===== src/rtl/div_rem32.sv =====
// Iterative restoring divider producing quotient and remainder for
// signed and unsigned division, one trial subtraction per clock.
module div_rem32 #(
    parameter int unsigned WIDTH = 32
) (
    input  logic             clk,
    input  logic             rst,
    input  logic             start,
    input  logic             sgn,
    input  logic [WIDTH-1:0] A,
    input  logic [WIDTH-1:0] B,
    output logic [WIDTH-1:0] Q,
    output logic [WIDTH-1:0] R,
    output logic             busy,
    output logic             done,
    output logic             div_zero
);

    localparam int unsigned CW = (WIDTH > 1) ? $clog2(WIDTH) : 1;

    typedef enum logic [1:0] {
        IDLE = 2'd0,
        RUN  = 2'd1,
        FIX  = 2'd2
    } state_t;

    state_t           state, state_nxt;

    // The partial remainder is always below the divisor, so WIDTH bits hold it;
    // the extra bit only exists transiently in the shifted/trial values.
    logic [WIDTH-1:0] rem,   rem_nxt;
    logic [WIDTH-1:0] dvd,   dvd_nxt;
    logic [WIDTH-1:0] dvs,   dvs_nxt;
    logic [WIDTH-1:0] a_raw, a_raw_nxt;
    logic [CW-1:0]    cnt,   cnt_nxt;
    logic             sgn_r, sgn_nxt;
    logic             sa,    sa_nxt;
    logic             sb,    sb_nxt;
    logic             dz,    dz_nxt;

    logic [WIDTH-1:0] q_nxt, r_nxt;
    logic             busy_nxt, done_nxt, div_zero_nxt;

    logic [WIDTH:0]   shifted;
    logic [WIDTH:0]   trial;
    logic [WIDTH-1:0] q_fix, r_fix;

    // State and datapath registers; reset aborts any computation in flight.
    always_ff @(posedge clk or posedge rst) begin
        if (rst) begin
            state    <= IDLE;
            rem      <= '0;
            dvd      <= '0;
            dvs      <= '0;
            a_raw    <= '0;
            cnt      <= '0;
            sgn_r    <= 1'b0;
            sa       <= 1'b0;
            sb       <= 1'b0;
            dz       <= 1'b0;
            Q        <= '0;
            R        <= '0;
            busy     <= 1'b0;
            done     <= 1'b0;
            div_zero <= 1'b0;
        end else begin
            state    <= state_nxt;
            rem      <= rem_nxt;
            dvd      <= dvd_nxt;
            dvs      <= dvs_nxt;
            a_raw    <= a_raw_nxt;
            cnt      <= cnt_nxt;
            sgn_r    <= sgn_nxt;
            sa       <= sa_nxt;
            sb       <= sb_nxt;
            dz       <= dz_nxt;
            Q        <= q_nxt;
            R        <= r_nxt;
            busy     <= busy_nxt;
            done     <= done_nxt;
            div_zero <= div_zero_nxt;
        end
    end

    // Next-state, iteration step and result fix-up.
    always_comb begin
        state_nxt    = state;
        rem_nxt      = rem;
        dvd_nxt      = dvd;
        dvs_nxt      = dvs;
        a_raw_nxt    = a_raw;
        cnt_nxt      = cnt;
        sgn_nxt      = sgn_r;
        sa_nxt       = sa;
        sb_nxt       = sb;
        dz_nxt       = dz;
        q_nxt        = Q;
        r_nxt        = R;
        busy_nxt     = busy;
        done_nxt     = 1'b0;
        div_zero_nxt = div_zero;

        shifted = {rem, dvd[WIDTH-1]};
        trial   = shifted - {1'b0, dvs};
        q_fix   = (sgn_r && (sa != sb)) ? (~dvd + WIDTH'(1)) : dvd;
        r_fix   = (sgn_r && sa) ? (~rem + WIDTH'(1)) : rem;

        case (state)
            IDLE: begin
                if (start) begin
                    sgn_nxt   = sgn;
                    sa_nxt    = sgn & A[WIDTH-1];
                    sb_nxt    = sgn & B[WIDTH-1];
                    dvd_nxt   = (sgn && A[WIDTH-1]) ? (~A + WIDTH'(1)) : A;
                    dvs_nxt   = (sgn && B[WIDTH-1]) ? (~B + WIDTH'(1)) : B;
                    a_raw_nxt = A;
                    dz_nxt    = (B == '0);
                    rem_nxt   = '0;
                    cnt_nxt   = '0;
                    busy_nxt  = 1'b1;
                    state_nxt = RUN;
                end
            end
            RUN: begin
                // Restoring step: keep the shifted remainder when the trial goes negative.
                rem_nxt = trial[WIDTH] ? shifted[WIDTH-1:0] : trial[WIDTH-1:0];
                dvd_nxt = {dvd[WIDTH-2:0], ~trial[WIDTH]};
                cnt_nxt = cnt + CW'(1);
                if (cnt == CW'(WIDTH - 1)) begin
                    state_nxt = FIX;
                end
            end
            FIX: begin
                q_nxt        = dz ? '1 : q_fix;
                r_nxt        = dz ? a_raw : r_fix;
                div_zero_nxt = dz;
                busy_nxt     = 1'b0;
                done_nxt     = 1'b1;
                state_nxt    = IDLE;
            end
            default: begin
                state_nxt = IDLE;
            end
        endcase
    end

endmodule

===== config.mk =====
export PLATFORM = sky130hd
export DESIGN_NAME = div_rem32
export DESIGN_NICKNAME = d
export VERILOG_FILES = /design/src/rtl/div_rem32.sv
export SDC_FILE = /design/constraint.sdc
export NUM_CORES = 1
export LEC_CHECK = 0
export ABC_AREA = 1
export CORE_MARGIN = 2
export CORE_UTILIZATION = 59
export DETAILED_ROUTE_END_ITERATION = 10
export PLACE_DENSITY = 0.78
export SYNTH_ARGS = -nofsm -noshare
export SYNTH_HDL_FRONTEND = slang
export SYNTH_SLANG_ARGS = --single-unit

===== constraint.sdc =====
create_clock -name clk -period 8.8 [get_ports clk]
set_clock_uncertainty 0.1 [all_clocks]
set_input_delay 1.32 -clock clk [delete_from_list [all_inputs] [get_ports clk]]
set_output_delay 1.32 -clock clk [all_outputs]
set_load 0.05 [all_outputs]

==> flow_summary.yaml <==
hold_path:
  worstHoldPathType: "register to register"
worst_setup_path:
  cpPeakStageDelay_ns: 0.82
  cp_common_cell: "o21ai_0"
  cp_slowest_cell: "inv_1"
  cp-end-kind: "register"
  critical_path_arrival_ns: 3.99
  required_ns: 9.07
  crit_fanout: 38
  worstSetupPathType: "primary input to register"
  path_cells: "clkdlybuf4s50_1 > nand2_1 > inv_1 > o21ai_0 > or2_2 > nand3_1 > o21ai_0"
  critPathLaunchType: "primary input"
sta:
  grt_setup_unrepaired: "false"
  worst_slew_pin_slew_ns: 1.04
  post-route-period-util_pct: 42.2
  report.final.slew_viol_count: 0
  period_minus_slack_ns: 3.72
  final_hold_viol_count: 0
  timing.hold.ws_ns: 0.377
  tns_ns: 0
  max_freq_mhz: 269
  finalSetupViolCount: 0
  maxSlewHeadroom_pct: 30.4
layout:
  drive_gt1_share_pct: 4.65
  finalNonFillerCells: 2583
  fin_area_um2: 16700
  syn_to_final_growth_pct: 16.8
  fin_nets: 2348
  final_core_util_pct: 69.4
floorplanning:
  die_h_um: 160
  start_util_pct: 59.4
  dieArea_um2: 25500
  core_um2: 24100
  rows: 57
  dieWidth_um: 160
  pin_count: 135
cts:
  cts_hold_buf: 0
  cts_tree: "yes"
  cts_inserted_buffers: 24
  h-tree-depth: 1
  post_cts_resized: 0
  cts_buffer_depth: 3
  cts.clk_slew.worst_paths_ns: 0.06
  postCtsSetupBuffers: 0
  insertion_delay_ns: 0.52
  clock_sinks: 206
  cts_root_buf: "clkbuf_16"
placed_design:
  placedCellCount: 2539
  dp_hpwl_um: 33800
  postPlaceCellArea_um2: 15900
  globalplace.congestion: 0.955
  portBuffers: 134
grt:
  grt_first_pass_wirelength_um: 71700
  antenna_found_initial: 3
  first_global_vias: 13700
  gr-total-overflow: 0
  grt_use_total_pct: 35.1
  grt_max_degree: 150
synthesis:
  post-synth-top-area-cell: "dfrtp_1"
  synthTopCellsByArea: "dfrtp_1 36%, nand2_1 17%, nand3_1 8.6%, inv_1 8.0%, nor2_1 4.7%"
  ys_warn_count: 0
  syn_nets: 2251
  syn_area_um2: 14300
  ys_types: 49
  synth_edf_count: 0
  synth.most_common_cell: "nand2_1"
  synthFlopType: "dfrtp_1"
  ys_seq_area_share_pct: 36.0
  synth_top_cell_area_share_pct: 36.0
  async_flop_share_pct: 100
  synth_seq_cells: 206
  synthTopCellsByCount: "644 x nand2_1, 307 x inv_1, 245 x nand3_1"
  syn_inst: 2144
  synth_area_per_cell_um2: 6.68
pwr:
  power_density_nw_per_um2: 401
  ir_drop_mv: 0.308
  leakage_uw: 0.00856
routing:
  drc_errors: 0
  vias: 14700
  wire_per_inst_um: 17.4
  finalWirelength_um: 44900
  routed_via_density: 5.71
  dr.pass1.iters: 5
  drt_iter0_drc: 1555
  ant_nets: 0
flow_run:
  maxCapViolations: 0
outcome:
  status: "complete, no violations"
[sequential cells by signal (all words and copies together) (netlist names), 2 cells and up]
name   cells
a_raw     32
dvs       32
Q         32
cnt        5
dvd       32
state      2
R         32
rem       32
[per-stage QoR]
step	worst slack, ns	power, uW
2_1_floorplan	1.76	4500
3_3_place_gp	4.70	5460
3_5_place_dp	4.57	5560
4_1_cts	5.10	6650
5_1_grt	4.80	7290
6_report	5.08	6710
[critical path: cells and delay by family]
kind            cells  cell delay (ns)
compound gates      2             0.47
buf+inv             2             1.46
simple gates        3             0.72
[power breakdown]
part	leakage, uW	total [uW]	switching, uW	internal, uW
Sequential	0.00252	1730	405	1320
Combinational	0.00562	3910	2590	1320
Clock	0.000423	1070	410	655
[cell families (layout without fill, tap and decap cells)]
logic type,count (synthesis),after routing,share of synthesized area [%]
compound gates,269,269,11.2
xor+xnor,55,55,3.36
fa+ha+maj,39,39,3.46
buf+inv,393,507,10.5
flops,206,206,36.0
other cells,0,1,0
simple gates,1182,1182,35.4
[layout make-up]
class | instances | area [um2]
clock inverters | 11 | 140
diodes | 1 | 2.50
flip-flops and latches | 206 | 5150
repair buffers | 143 | 1410
multi-input cells | 1545 | 7690
fillers | 2134 | 7370
clock buffers | 32 | 712
inverters | 321 | 1210
well taps | 324 | 405
[cell usage in the layout, fill, tap and decap left out, drive strengths merged, types with 10 or more instances in the layout]
cell	n
nand2	656
inv	319
nand3	247
dfrtp	206
nor2	187
clkdlybuf4s50	134
o21ai	124
a21oi	48
xor2	45
ha	38
clkbuf	32
a22oi	29
nor3	28
nand4	25
nand3b	20
o22ai	10
or2	10
a31oi	10
xnor2	10
o21bai	10
[routing by layer]
layer / track usage [%] / share of wire (%) / vias up / wire length [um]
met3: 9.95 / 11 / 88 / 4990
met2: 52.7 / 43 / 685 / 19300
met1: 50.5 / 43 / 6877 / 19400
met4: 8.48 / 2.7 / 4 / 1210
met5: 0 / 0.062 / - / 28
li1: - / - / 7094 / -
[final timing paths]
check,from,endpoint,slack [ns],depth (start not counted)
worst max-delay path,sgn,dvs[26]$_DFFE_PP0P_,5.08,7
worst min-delay path,div_zero$_DFFE_PP0P_,div_zero$_DFFE_PP0P_,0.38,2
min in group asynchronous,rst,Q[29]$_DFFE_PP0P_,1.36,2
worst min register to register,div_zero$_DFFE_PP0P_,div_zero$_DFFE_PP0P_,0.38,2
max in group asynchronous,rst,dvs[18]$_DFFE_PP0P_,5.87,3
worst max register to register,dvd[31]$_DFFE_PP0P_,rem[27]$_DFFE_PP0P_,5.75,17
Note: power is estimated with default switching activity, not from simulation.
